--- src/rtl/dmem_arb_pkg.sv ---
// Shared types and constants for the data-memory arbiter and its lane logic.
package dmem_arb_pkg;
    localparam int WORD_BYTES_2POW = 3;
    localparam int OFFSET_BITS     = WORD_BYTES_2POW;

    typedef enum logic [1:0] {
        SIZE_B = 2'd0,
        SIZE_H = 2'd1,
        SIZE_W = 2'd2,
        SIZE_D = 2'd3
    } size_e;

    typedef enum logic [2:0] {
        IDLE     = 3'd0,
        LD_ADDR  = 3'd1,
        LD_CAP   = 3'd2,
        RMW_ADDR = 3'd3,
        RMW_CAP  = 3'd4,
        ST_WR    = 3'd5,
        RESP     = 3'd6
    } state_e;
endpackage

--- src/rtl/dmem_arbiter_if.sv ---
// Bundle of requester handshake and DataMemory signals around dmem_arbiter.
interface dmem_arbiter_if #(
    parameter int ADDR_WIDTH = 64,
    parameter int DATA_WIDTH = 64
);
    // Request i transfers on a rising edge where reqValid_in[i] and reqReady_out[i] are both 1;
    // the requester holds its fields stable while valid and not ready.
    logic [1:0]            reqValid_in;
    logic [1:0]            reqReady_out;
    logic [ADDR_WIDTH-1:0] reqAddress0_in;
    logic [ADDR_WIDTH-1:0] reqAddress1_in;
    logic [1:0]            reqWrite_in;
    logic [1:0]            reqSize0_in;
    logic [1:0]            reqSize1_in;
    logic [1:0]            reqUnsigned_in;
    logic [DATA_WIDTH-1:0] reqData0_in;
    logic [DATA_WIDTH-1:0] reqData1_in;
    logic [1:0]            rspValid_out;
    logic [1:0]            rspError_out;
    logic [DATA_WIDTH-1:0] rspData_out;
    logic [ADDR_WIDTH-1:0] memAddress_out;
    logic [DATA_WIDTH-1:0] memData_out;
    logic                  memWriteEnable_out;
    logic                  memReadEnable_out;
    logic [DATA_WIDTH-1:0] memData_in;

    modport slave (
        input  reqValid_in, reqAddress0_in, reqAddress1_in, reqWrite_in,
               reqSize0_in, reqSize1_in, reqUnsigned_in, reqData0_in, reqData1_in,
               memData_in,
        output reqReady_out, rspValid_out, rspError_out, rspData_out,
               memAddress_out, memData_out, memWriteEnable_out, memReadEnable_out
    );

    modport master (
        output reqValid_in, reqAddress0_in, reqAddress1_in, reqWrite_in,
               reqSize0_in, reqSize1_in, reqUnsigned_in, reqData0_in, reqData1_in,
               memData_in,
        input  reqReady_out, rspValid_out, rspError_out, rspData_out,
               memAddress_out, memData_out, memWriteEnable_out, memReadEnable_out
    );
endinterface

--- src/rtl/dmem_lane_merge.sv ---
// Combinational lane logic: load extraction/extension, sub-word store merge, alignment check.
module dmem_lane_merge
    import dmem_arb_pkg::*;
#(
    parameter int DATA_WIDTH = 64
) (
    input  logic [DATA_WIDTH-1:0]  word_in,
    input  logic [OFFSET_BITS-1:0] offset_in,
    input  size_e                  size_in,
    input  logic                   unsigned_in,
    input  logic [DATA_WIDTH-1:0]  store_data_in,
    output logic [DATA_WIDTH-1:0]  load_data_out,
    output logic [DATA_WIDTH-1:0]  merged_out,
    input  logic [OFFSET_BITS-1:0] chk_offset_in,
    input  size_e                  chk_size_in,
    output logic                   misaligned_out
);
    logic [OFFSET_BITS+2:0] shamt;
    logic [DATA_WIDTH-1:0]  shifted;
    logic                   sext;
    logic [7:0]             byte_mask_raw;
    logic [7:0]             byte_mask;
    logic [DATA_WIDTH-1:0]  bit_mask;

    always_comb begin
        shamt   = {offset_in, 3'b000};
        shifted = word_in >> shamt;
        sext    = 1'b0;
        case (size_in)
            SIZE_B: begin
                sext          = ~unsigned_in & shifted[7];
                load_data_out = {{(DATA_WIDTH-8){sext}}, shifted[7:0]};
            end
            SIZE_H: begin
                sext          = ~unsigned_in & shifted[15];
                load_data_out = {{(DATA_WIDTH-16){sext}}, shifted[15:0]};
            end
            SIZE_W: begin
                sext          = ~unsigned_in & shifted[31];
                load_data_out = {{(DATA_WIDTH-32){sext}}, shifted[31:0]};
            end
            default: load_data_out = shifted;
        endcase
    end

    // Byte-enable mask placed at the lane offset, expanded to a bit mask for the merge.
    always_comb begin
        case (size_in)
            SIZE_B:  byte_mask_raw = 8'h01;
            SIZE_H:  byte_mask_raw = 8'h03;
            SIZE_W:  byte_mask_raw = 8'h0F;
            default: byte_mask_raw = 8'hFF;
        endcase
        byte_mask = byte_mask_raw << offset_in;
        bit_mask  = '0;
        for (int i = 0; i < 8; i++) begin
            bit_mask[i*8 +: 8] = {8{byte_mask[i]}};
        end
        merged_out = (word_in & ~bit_mask) | ((store_data_in << shamt) & bit_mask);
    end

    always_comb begin
        case (chk_size_in)
            SIZE_B:  misaligned_out = 1'b0;
            SIZE_H:  misaligned_out = chk_offset_in[0];
            SIZE_W:  misaligned_out = |chk_offset_in[1:0];
            default: misaligned_out = |chk_offset_in;
        endcase
    end
endmodule

--- src/rtl/dmem_arbiter.sv ---
// Round-robin two-requester arbiter that sequences sized loads/stores onto a 64-bit DataMemory.
module dmem_arbiter
    import dmem_arb_pkg::*;
#(
    parameter int ADDR_WIDTH = 64,
    parameter int DATA_WIDTH = 64
) (
    input  logic           clk_in,
    input  logic           reset,
    dmem_arbiter_if.slave  bus,
    output state_e         state_dbg_out
);
    state_e                state_q, state_d;
    logic                  last_grant_q, last_grant_d;
    logic                  owner_q, owner_d;
    logic [ADDR_WIDTH-1:0] addr_q, addr_d;
    size_e                 size_q, size_d;
    logic                  uns_q, uns_d;
    logic [DATA_WIDTH-1:0] wdata_q, wdata_d;
    logic [DATA_WIDTH-1:0] rsp_data_q, rsp_data_d;
    logic                  err_q, err_d;

    logic                  gnt;
    logic [ADDR_WIDTH-1:0] sel_addr;
    size_e                 sel_size;
    logic                  sel_write;
    logic                  sel_uns;
    logic [DATA_WIDTH-1:0] sel_data;
    logic                  sel_misaligned;
    logic [DATA_WIDTH-1:0] load_data;
    logic [DATA_WIDTH-1:0] merged;
    logic [1:0]            ready;
    logic [1:0]            rsp_valid;

    // On a tie the requester that was not granted last wins.
    always_comb begin
        gnt       = (bus.reqValid_in == 2'b11) ? ~last_grant_q : bus.reqValid_in[1];
        sel_addr  = gnt ? bus.reqAddress1_in : bus.reqAddress0_in;
        sel_size  = size_e'(gnt ? bus.reqSize1_in : bus.reqSize0_in);
        sel_write = bus.reqWrite_in[gnt];
        sel_uns   = bus.reqUnsigned_in[gnt];
        sel_data  = gnt ? bus.reqData1_in : bus.reqData0_in;
    end

    dmem_lane_merge #(.DATA_WIDTH(DATA_WIDTH)) u_lane (
        .word_in        (bus.memData_in),
        .offset_in      (addr_q[OFFSET_BITS-1:0]),
        .size_in        (size_q),
        .unsigned_in    (uns_q),
        .store_data_in  (wdata_q),
        .load_data_out  (load_data),
        .merged_out     (merged),
        .chk_offset_in  (sel_addr[OFFSET_BITS-1:0]),
        .chk_size_in    (sel_size),
        .misaligned_out (sel_misaligned)
    );

    always_comb begin
        state_d      = state_q;
        last_grant_d = last_grant_q;
        owner_d      = owner_q;
        addr_d       = addr_q;
        size_d       = size_q;
        uns_d        = uns_q;
        wdata_d      = wdata_q;
        rsp_data_d   = rsp_data_q;
        err_d        = err_q;
        ready        = 2'b00;
        case (state_q)
            IDLE: begin
                if (|bus.reqValid_in) begin
                    ready[gnt]   = 1'b1;
                    owner_d      = gnt;
                    last_grant_d = gnt;
                    addr_d       = sel_addr;
                    size_d       = sel_size;
                    uns_d        = sel_uns;
                    wdata_d      = sel_data;
                    rsp_data_d   = '0;
                    err_d        = sel_misaligned;
                    if (sel_misaligned)           state_d = RESP;
                    else if (!sel_write)          state_d = LD_ADDR;
                    else if (sel_size == SIZE_D)  state_d = ST_WR;
                    else                          state_d = RMW_ADDR;
                end
            end
            LD_ADDR:  state_d = LD_CAP;
            LD_CAP: begin
                rsp_data_d = load_data;
                state_d    = RESP;
            end
            RMW_ADDR: state_d = RMW_CAP;
            RMW_CAP: begin
                wdata_d = merged;
                state_d = ST_WR;
            end
            ST_WR:    state_d = RESP;
            RESP:     state_d = IDLE;
            default:  state_d = IDLE;
        endcase
    end

    always_ff @(posedge clk_in or posedge reset) begin
        if (reset) begin
            state_q      <= IDLE;
            last_grant_q <= 1'b1;
            owner_q      <= 1'b0;
            addr_q       <= '0;
            size_q       <= SIZE_B;
            uns_q        <= 1'b0;
            wdata_q      <= '0;
            rsp_data_q   <= '0;
            err_q        <= 1'b0;
        end else begin
            state_q      <= state_d;
            last_grant_q <= last_grant_d;
            owner_q      <= owner_d;
            addr_q       <= addr_d;
            size_q       <= size_d;
            uns_q        <= uns_d;
            wdata_q      <= wdata_d;
            rsp_data_q   <= rsp_data_d;
            err_q        <= err_d;
        end
    end

    assign rsp_valid              = (state_q == RESP) ? (owner_q ? 2'b10 : 2'b01) : 2'b00;
    assign bus.reqReady_out       = ready;
    assign bus.rspValid_out       = rsp_valid;
    assign bus.rspError_out       = rsp_valid & {2{err_q}};
    assign bus.rspData_out        = rsp_data_q;
    assign bus.memAddress_out     = {addr_q[ADDR_WIDTH-1:OFFSET_BITS], {OFFSET_BITS{1'b0}}};
    assign bus.memData_out        = wdata_q;
    assign bus.memReadEnable_out  = (state_q == LD_ADDR) || (state_q == RMW_ADDR);
    assign bus.memWriteEnable_out = (state_q == ST_WR);
    assign state_dbg_out          = state_q;
endmodule

--- src/flat_wrapper.sv ---
// flat-port wrapper written by rule: the top's interface ports become plain ports
module dmem_arbiter_flat import dmem_arb_pkg::*;
#(
    parameter int ADDR_WIDTH = 64,
    parameter int DATA_WIDTH = 64
)
  (clk_in, reset, state_dbg_out, bus_reqValid_in, bus_reqAddress0_in, bus_reqAddress1_in, bus_reqWrite_in, bus_reqSize0_in, bus_reqSize1_in, bus_reqUnsigned_in, bus_reqData0_in, bus_reqData1_in, bus_memData_in, bus_reqReady_out, bus_rspValid_out, bus_rspError_out, bus_rspData_out, bus_memAddress_out, bus_memData_out, bus_memWriteEnable_out, bus_memReadEnable_out);
  dmem_arbiter_if #(.ADDR_WIDTH(ADDR_WIDTH), .DATA_WIDTH(DATA_WIDTH)) bus_i ();
  input  logic clk_in;
  input  logic reset;
  output state_e state_dbg_out;
  input wire logic [$bits(bus_i.reqValid_in)-1:0] bus_reqValid_in;
  input wire logic [$bits(bus_i.reqAddress0_in)-1:0] bus_reqAddress0_in;
  input wire logic [$bits(bus_i.reqAddress1_in)-1:0] bus_reqAddress1_in;
  input wire logic [$bits(bus_i.reqWrite_in)-1:0] bus_reqWrite_in;
  input wire logic [$bits(bus_i.reqSize0_in)-1:0] bus_reqSize0_in;
  input wire logic [$bits(bus_i.reqSize1_in)-1:0] bus_reqSize1_in;
  input wire logic [$bits(bus_i.reqUnsigned_in)-1:0] bus_reqUnsigned_in;
  input wire logic [$bits(bus_i.reqData0_in)-1:0] bus_reqData0_in;
  input wire logic [$bits(bus_i.reqData1_in)-1:0] bus_reqData1_in;
  input wire logic [$bits(bus_i.memData_in)-1:0] bus_memData_in;
  output wire logic [$bits(bus_i.reqReady_out)-1:0] bus_reqReady_out;
  output wire logic [$bits(bus_i.rspValid_out)-1:0] bus_rspValid_out;
  output wire logic [$bits(bus_i.rspError_out)-1:0] bus_rspError_out;
  output wire logic [$bits(bus_i.rspData_out)-1:0] bus_rspData_out;
  output wire logic [$bits(bus_i.memAddress_out)-1:0] bus_memAddress_out;
  output wire logic [$bits(bus_i.memData_out)-1:0] bus_memData_out;
  output wire logic [$bits(bus_i.memWriteEnable_out)-1:0] bus_memWriteEnable_out;
  output wire logic [$bits(bus_i.memReadEnable_out)-1:0] bus_memReadEnable_out;
  assign bus_i.reqValid_in = bus_reqValid_in;
  assign bus_i.reqAddress0_in = bus_reqAddress0_in;
  assign bus_i.reqAddress1_in = bus_reqAddress1_in;
  assign bus_i.reqWrite_in = bus_reqWrite_in;
  assign bus_i.reqSize0_in = bus_reqSize0_in;
  assign bus_i.reqSize1_in = bus_reqSize1_in;
  assign bus_i.reqUnsigned_in = bus_reqUnsigned_in;
  assign bus_i.reqData0_in = bus_reqData0_in;
  assign bus_i.reqData1_in = bus_reqData1_in;
  assign bus_i.memData_in = bus_memData_in;
  assign bus_reqReady_out = bus_i.reqReady_out;
  assign bus_rspValid_out = bus_i.rspValid_out;
  assign bus_rspError_out = bus_i.rspError_out;
  assign bus_rspData_out = bus_i.rspData_out;
  assign bus_memAddress_out = bus_i.memAddress_out;
  assign bus_memData_out = bus_i.memData_out;
  assign bus_memWriteEnable_out = bus_i.memWriteEnable_out;
  assign bus_memReadEnable_out = bus_i.memReadEnable_out;
  dmem_arbiter #(.ADDR_WIDTH(ADDR_WIDTH), .DATA_WIDTH(DATA_WIDTH)) u_core (.clk_in(clk_in), .reset(reset), .bus(bus_i), .state_dbg_out(state_dbg_out));
endmodule
--- config.mk ---
export PLATFORM = sky130hd
export DESIGN_NAME = dmem_arbiter_flat
export DESIGN_NICKNAME = d
export VERILOG_FILES = /design/src/rtl/dmem_arb_pkg.sv /design/src/rtl/dmem_arbiter_if.sv /design/src/rtl/dmem_lane_merge.sv /design/src/rtl/dmem_arbiter.sv /design/src/flat_wrapper.sv
export SDC_FILE = /design/constraint.sdc
export NUM_CORES = 1
export LEC_CHECK = 0
export BUFFER_PORTS_ARGS = -buffer_cell sky130_fd_sc_hd__clkbuf_2
export CAP_MARGIN = 20
export CORE_MARGIN = 2
export CORE_UTILIZATION = 32
export CTS_CLUSTER_SIZE = 25
export DETAILED_ROUTE_END_ITERATION = 8
export HOLD_SLACK_MARGIN = 0.12
export PLACE_DENSITY = 0.6
export SLEW_MARGIN = 20
export SYNTH_ARGS = -nofsm -noshare
export SYNTH_HDL_FRONTEND = slang
export SYNTH_SLANG_ARGS = --single-unit
--- constraint.sdc ---
create_clock -name clk_in -period 7.7 [get_ports clk_in]
set_clock_uncertainty 0.2 [all_clocks]
set_input_delay 0.77 -clock clk_in [delete_from_list [all_inputs] [get_ports clk_in]]
set_output_delay 0.77 -clock clk_in [all_outputs]
set_load 0.02 [all_outputs]
# After elaboration in Yosys (flattened, before gate mapping)
# Cells that the tools add are included.
[totals]
elab_cells = 77
out_inout_bits = 203
regBits = 201
in_bits = 332
[op_classes]
magnitude_cmp = 2
shifts = 3
n_mux = 26
n_eq_ne = 13
bitwise_logic = 10
reduce_logical = 14
[ops]
columns = ["op", "n"]
rows = [
  ["2-to-1 mux 64 bit", 4],
  ["case mux 64 bit (2 select lines)", 2],
  ["case mux 64 bit (3 select lines)", 1],
  ["bitwise AND 64 bit", 2],
  ["inverter 64 bit", 1],
  ["bitwise OR 64 bit", 1],
  ["left shift 64 x 6 -> 64 bit", 1],
  ["right shift 64 x 6 -> 64 bit", 1],
  ["case mux 8 bit (3 select lines)", 1],
  ["case mux 3 bit (5 select lines)", 1],
  ["2-to-1 mux 3 bit", 4],
  ["2-to-1 mux 2 bit", 5],
  ["== test 3 bit (second input constant)", 3],
  ["== test 2 bit (second input constant)", 4],
  ["left shift 8 x 3 -> 8 bit", 1],
  ["== test 3 x 2 -> 1 bit (second input constant)", 2],
  ["2-to-1 mux 1 bit", 6],
  ["AND reduction 2 bit", 3],
  ["OR reduction 2 bit", 3],
  ["== test 2 x 1 -> 1 bit (second input constant)", 2],
  ["logical NOT 2 bit", 2],
  ["nonzero test 2 bit", 2],
  ["bitwise AND 1 bit", 3],
  ["== test 3 x 1 -> 1 bit (second input constant)", 1],
  ["11 further kinds", 12],
]

# Logic depth before layout (Yosys ltp)
# Gate-level depths: netlist (run 1).
[logic_depth]
depth_word = 9
depth_mapped = 10
mapped_depth_nobuf = 5

# Cells and area by module
# A second synthesis (run 1) with hierarchy kept.
[unflattened]
hier_cells = 1789
hier_area_um2 = 14570.2
[by_module_without_submodules]
columns = ["module", "cells_each", "area_each_um2", "instances", "seq_area_each_um2"]
rows = [
  ["dmem_arbiter", 1186, 9947.0, 1, 5031.1],
  ["dmem_lane_merge", 603, 4623.2, 1, 0.0],
]

# Worst setup path before layout (run 1)
# OpenSTA, ideal clock, no wires.
[synth_path]
path_kind = "input-to-output"
start = "in bus_reqValid_in[1]"
end = "out bus_reqReady_out[0]"
path_stages = 5
path_slack_ps = 4939
t_required_ps = 6730
n_path_buf = 2
arrival_time_ps = 1791
cell_sequence = "or2_2 clkbuf_1 nand2_1 clkbuf_1 nor2_1"
[synth_via]
elab_chain_cells = 8
elab_cells_between_ends = 10
cone_classes = "order compare: 2; eq/ne: 1; mux: 5; reduce/logical: 2"
[synth_lines]
columns = ["element", "line", "rtl"]
rows = [
  ["start, declared", "flat_wrapper.sv:12", "input wire logic [$bits(bus_i.reqValid_in)-1:0] bus_reqValid_in;"],
  ["== test 2 bit", "dmem_arbiter.sv:37", "gnt = (bus.reqValid_in == 2'b11) ? ~last_grant_q : bus.reqValid_in[1];"],
  ["2-to-1 mux 1 bit", "dmem_arbiter.sv:37", ""],
  ["less-than comparator 1 x 2 -> 1 bit (not written as such) or greater-or-equal comparator 1 bit (tied branches)", "dmem_arbiter.sv:72", "ready[gnt] = 1'b1;"],
  ["logical AND 1 bit (not written as such)", "dmem_arbiter.sv:72", ""],
  ["2-to-1 mux 1 bit (not written as such)", "dmem_arbiter.sv:72", ""],
  ["demux 1 bit (select 1 bit)", "n/a", ""],
  ["2-to-1 mux 2 bit *", "dmem_arbiter.sv:71", "if (|bus.reqValid_in) begin"],
  ["2-to-1 mux 2 bit *", "dmem_arbiter.sv:69", "case (state_q)"],
  ["end, declared", "flat_wrapper.sv:22", "output wire logic [$bits(bus_i.reqReady_out)-1:0] bus_reqReady_out;"],
]
# Mark *: on every way between the ends. The rest lies on a longest branch, timed or not.

==> results.toml, run 1 <==
[sta]
final_max_slew_viol_count = 0
hold_viol = 0
relSlewSlack_pct = 33.58
setup_viol = 0
worstMarginPinSlew_ns = 0.9939
fin_crit_ns = 3.828
holdWs_ns = 0.2611
finalCritPeriodShare_pct = 49.72
tns_ns = 0
max_freq_ghz = 0.2612
rsz0062_at_grt = "false"

[synthesis]
ys_ff_latch = 201
yosys.area.top_type = "dfrtp_1"
ys_warn_count = 0
synth_top_area_share_pct = 36.39
ys.flop_type = "dfrtp_1"
synth.cell_area_sq_um = 13750
yosysSeqAreaShare_pct = 36.58
yosys-top-cells-area = "dfrtp_1 36%, mux2i_1 8.7%, a221o_1 5.5%"
postSynthAreaPerCell_sq_um = 9.248
async_flop_share_pct = 100.0
synth.distinct_cells = 66
syn_inst = 1487
synth_edf_count = 0

[clocking]
cts_tree = "done"
clock-sinks = 201
clk_latency_ns = 0.59
cts_resized = 0
root_buffer = "clkbuf_16"
htreeDepth = 1
path_clk_slew_ns = 0.06
cts_buffers = 26
clockBufferDepth = 3
cts_hold_buf = 1
post_cts_buffers = 0

[critical_path]
crit_path_end_kind = "flip-flop"
r2r-start = "u_core.addr_q[0]$_DFFE_PP0P_"
worstSetupStartpointType = "flip-flop"
reg2reg_depth = 6
crit_start = "u_core.addr_q[0]$_DFFE_PP0P_"
rrSetupSlack_ns = 3.87
critical_path_arrival_ns = 4.03
required_ns = 7.90
crit_type = "flip-flop to flip-flop"
path_max_fanout = 54

[layout]
layout.nets = 2196
layout_common_cells = "531 x clkbuf_2, 197 x dfrtp_1, 179 x nand2_1, 120 x mux2i_1, 99 x o21ai_0"
fin_util_pct = 40.53
drive_gt1_share_pct = 38.43
syn2layout_area_growth_pct = 24.46
layout_commonest_cell = "clkbuf_2"

[die]
rows = 75
die_w_microns = 211.3
start_util_pct = 32.57
io_pins = 535
die_h_microns = 211.3
design.die.area_sq_um = 44650
core-area_sq_um = 42230

[routing]
antenna_left = 0
via_count = 14290
dr.max_layer_used = "met5"
routed_wl_microns = 63930
route.met2.wl_microns = 28860
first_pass_iters = 8
wl_met3_microns = 5871
m1WireLength_microns = 27210
detail_route.wl_per_cell_microns = 26.33
drtIter0Drc = 1928
viasPerCell = 5.886
drc = 0

[hold_path]
hold_class = "input pin to flip-flop"
hold_path_end = "u_core.addr_q[31]$_DFFE_PP0P_"
hold_start = "bus_reqAddress1_in[31]"
hold_depth = 2

[global_routing]
grtUsageTotal_pct = 27.49
overflow = 0
antenna_found_initial = 7
grt_pass1_vias = 13780
grt_max_degree = 83
grt_pass1_wl_microns = 92180

[power_and_ir_drop]
peakVddDrop_mv = 0.1979
powerDensity_nw_per_um2 = 498.4
power_leakage_nw = 8.470

[place]
portBuffers = 531
dpl.hpwl_microns = 47890
place_congestion = 0.9756

[run]
maxCapViolations = 0

[status]
status = "finished clean"
==> cell usage after synthesis (11+ instances only) <==
library cell	n
inv_1	12
buf_2	35
a31o_2	11
a221o_1	75
a31oi_1	17
mux2_2	55
mux4_2	20
buf_4	81
nand2_1	181
and3_1	62
o22ai_1	17
nor3_1	29
dfrtp_1	200
o21ai_0	99
a221oi_1	33
nand3_1	14
a22oi_1	16
nor2_1	54
o21ai_1	44
clkbuf_1	83
mux2i_1	120
a21oi_1	90
==> where the power goes <==
group | total [mW] | internal, mW | switching [mW]
logic | 4.92 | 1.86 | 3.06
clock network | 1.33 | 0.804 | 0.528
registers | 2.28 | 1.58 | 0.706
total | 8.53 | 4.24 | 4.29
==> flip-flops by register name (all words and copies together) (netlist names), named ones only <==
register / cells
u_core.uns_q: 1
u_core.state_dbg_out: 3
u_core.size_q: 2
u_core.addr_q: 64
u_core.last_grant_q: 1
u_core.owner_q: 1
u_core.bus.memData_out: 48
u_core.bus.rspData_out: 64
u_core.err_q: 1
==> worst max-delay path: stages (launching register included) <==
cell	delay [ns]
dfrtp_4	0.75
buf_4	0.65
nor2b_1	0.36
o21ai_1	0.60
nand3_2	0.36
a21oi_1	0.53
o21ai_1	0.15
==> stage by stage <==
step | setup WS, ns | cells | cell area, sq um | power [mW]
finish | 3.872 | 2428 | 17120 | 8.531
global route | 3.808 | 2427 | 17110 | 8.980
CTS | 3.977 | 2423 | 17100 | 8.493
detailed placement | 4.094 | 2374 | 16170 | 7.142
global placement | 4.110 | 2374 | 16170 | 7.089
floorplan | 1.249 | 1489 | 13760 | 5.677
==> final cells by class <==
cell class | instances | area [sq um]
diodes | 5 | 12.51
clock buffers | 34 | 730.7
clock inverters | 14 | 191.4
fillers | 4341 | 25110
inverters | 13 | 56.30
multi-input cells | 1067 | 7570
flip-flops and latches | 201 | 5040
well taps | 539 | 674.4
repair buffers | 555 | 2840
==> kinds of logic (layout without fill, tap and decap cells) <==
group | Yosys count | after routing | synth area share (%)
flip-flops | 201 | 201 | 36.58
AND/OR/NAND/NOR | 384 | 384 | 13.11
AO/OA/AOI/OAI | 483 | 483 | 24.76
other | 1 | 8 | 0.02727
multiplexers | 196 | 196 | 16.62
XOR/XNOR | 1 | 1 | 0.06370
buffers and inverters | 221 | 616 | 8.834
==> worst max-delay path by stage <==
stage	to	slack, ns	depth (start not counted)
2_1_floorplan	async pin	1.25	1
4_1_cts	bus_reqReady_out[1]	3.98	4
3_3_place_gp	flip-flop	4.11	6
3_5_place_dp	flip-flop	4.09	6
5_1_grt	flip-flop	3.81	6
6_report	flip-flop	3.87	6
==> metal layers <==
metal,up-vias,global-route usage (%)
li1,6296,-
met1,7024,38.44
met2,838,42.74
met3,129,5.682
met4,4,8.256
met5,-,0
Power figures use the tool's default switching activity.
==> run 2: changes to the inputs <==
Settings changed: ABC_AREA set to 1, PLACE_DENSITY 0.6 to 0.62.
Clock period 7.7 ns to 3.45 ns, I/O delays scaled along.
==> run 2 against run 1 <==
Maximum frequency increased by 18%. Synthesized cell count rose by 49%. Clock-buffer cell count did not move. Sequential share of layout area down 4.7 points. Non-clock buffer count increased by 293. Highest routed layer is now met4.
==> results.toml, run 2 <==
[synthesis]
synth_top_area_share_pct = 35.06
yosys-top-cells-area = "dfrtp_1 35%, nand2_1 26%, nand3_1 7.0%"
synth.distinct_cells = 44
synth.cell_area_sq_um = 14270
synth_edf_count = 0
yosysSeqAreaShare_pct = 35.24
syn_inst = 2219
postSynthAreaPerCell_sq_um = 6.433
yosys.area.top_type = "dfrtp_1"
yosysMostFrequentCell = "nand2_1"
ys_warn_count = 0
synthTopCellsByCount = "998 x nand2_1, 200 x dfrtp_1, 199 x nand3_1"
async_flop_share_pct = 100.0
ys.flop_type = "dfrtp_1"
ys_ff_latch = 201

[power_and_ir_drop]
peakVddDrop_mv = 0.4592
finalPower_mw = 21.17
power_leakage_nw = 10.86
powerDensity_nw_per_um2 = 1040

[sta]
finalCritPeriodShare_pct = 94.43
rsz0062_at_grt = "false"
max_freq_ghz = 0.3070
relSlewSlack_pct = 34.98
holdWs_ns = 0.1190
tns_ns = 0
worstMarginPinSlew_ns = 0.9754
setup_viol = 0
final_max_slew_viol_count = 0
hold_viol = 0
fin_crit_ns = 3.258

[routing]
m1WireLength_microns = 28400
first_pass_iters = 6
drtIter0Drc = 1808
route.met2.wl_microns = 34270
detail_route.wl_per_cell_microns = 20.90
wl_met3_microns = 6355
dr.max_layer_used = "met4"
viasPerCell = 5.186
routed_wl_microns = 73030
via_count = 18120
drc = 0
antenna_left = 0

[place]
place_congestion = 0.9741
dpl.hpwl_microns = 54520
place_inst = 3165
portBuffers = 531

[global_routing]
grtUsageTotal_pct = 30.60
overflow = 0
grt_max_degree = 140
grt_pass1_vias = 17880
grt_pass1_wl_microns = 108600
antenna_found_initial = 4

[clocking]
cts_tree = "done"
clock-sinks = 201
cts_buffers = 25
clockBufferDepth = 3
clk_latency_ns = 0.55
root_buffer = "clkbuf_16"
path_clk_slew_ns = 0.06
htreeDepth = 1

[layout]
drive_gt1_share_pct = 22.67
layout_commonest_cell = "nand2_1"
layout.nets = 3217
fin_cells = 3494
syn2layout_area_growth_pct = 42.56
fillers = 4616
layout_common_cells = "997 x nand2_1, 531 x clkbuf_2, 280 x dlygate4sd3_1, 199 x nand3_1, 198 x dfrtp_1"

[critical_path]
slowest_stage = "dlygate4sd3_1"
crit_type = "flip-flop to flip-flop"
required_ns = 3.74
critPathMaxStageDelay_ns = 0.58
crit_path_end_kind = "flip-flop"
critical_path_arrival_ns = 3.54
cp_cell_sequence = "nor2_4 -> nand2_2 -> nor2_4 -> buf_4 -> o21ai_0 -> nor2_1 -> dlygate4sd3_1 -> o21ai_0 -> dlygate4sd3_1 -> nand2_1"
path_max_fanout = 33
worstSetupStartpointType = "flip-flop"

[die]
design.die.area_sq_um = 46320
io_pins = 535
core-area_sq_um = 44120
die_h_microns = 215.2
rows = 77
start_util_pct = 32.35
die_w_microns = 215.2

[run]
maxCapViolations = 0

[hold_path]
hold_class = "input pin to flip-flop"

[status]
status = "finished clean"
## run 2: cell types whose count changed after synthesis, moves of 62 or more
cell and change:
inv_1 +110, a221o_1 -75, nand2_1 +817, and3_1 -62, mux2i_1 -120, nand3_1 +185
## run 2: logic make-up after synthesis
family	synth area share, %
and+or+nand+nor	37.51
AOI/OAI and AO/OA	14.86
other	0.02627
DFF	35.24
xor gates and xnor gates	0.06137
buffers and inverters	12.31
## run 2: cell type report
cell class                      count  area (sq um)  share of cell area (%)
Timing Repair Buffer              848          5776                   28.38
Inverter                          138         526.8                   2.588
Clock buffer                       34         689.4                   3.388
Clock inverter                      6         62.56                  0.3074
Multi-Input combinational cell   1671          7510                   36.90
Antenna cell                        4         10.01                 0.04919
Sequential cell                   201          5036                   24.75
Tap cell                          592         740.7                   3.640
## run 2: worst paths after layout
check,start,end,slack [ns],depth (start not counted)
max in group asynchronous,reset,u_core.bus.memData_out[20]$_DFFE_PP0P_,1.96,4
setup / recovery,u_core.state_dbg_out[1]$_DFFE_PP0P_,u_core.bus.memData_out[36]$_DFFE_PP0P_,0.19,10
min in group asynchronous,reset,async pin,0.26,4
hold / removal,bus_reqData0_in[52],flip-flop,0.12,5
hold reg to reg,u_core.last_grant_q$_DFFE_PP1P_,u_core.last_grant_q$_DFFE_PP1P_,0.26,2
setup reg to reg,u_core.state_dbg_out[1]$_DFFE_PP0P_,u_core.bus.memData_out[36]$_DFFE_PP0P_,0.19,10
## run 2: layer usage
metal	global-route usage (%)	up-vias
met5	0	-
met4	15.47	0
met3	5.520	213
met2	51.47	1033
met1	37.54	8472
li1	-	8403
## run 2: stage by stage
stage | setup WS, ns | utilization [%] | area (sq um)
global route | 0.01003 | 46.12 | 20350
CTS | 0.02048 | 46.00 | 20300
finish | 0.1923 | 46.12 | 20350
floorplan | 0.3035 | - | 14290
global placement | 0.6756 | 37.95 | 16740
detailed placement | 0.6571 | 37.95 | 16740
## run 2: power by group
group	internal (mW)	switching, mW
clock network	1.46	1.06
registers	3.53	1.16
logic	4.76	9.21
total	9.75	11.4
## run 2: repair_timing
action	4_1_cts	5_1_grt
resized for setup	0	1
setup endpoints to repair	0	20
hold buffers	280	0
hold endpoints to repair	337	0
setup buffers	0	5
## run 2: critical path, delay by kind of cell, from the launching register on
kind	cells	cell delay, ns
compound gates	2	0.21
flops	1	0.48
buf+inv	3	1.54
simple gates	5	0.76
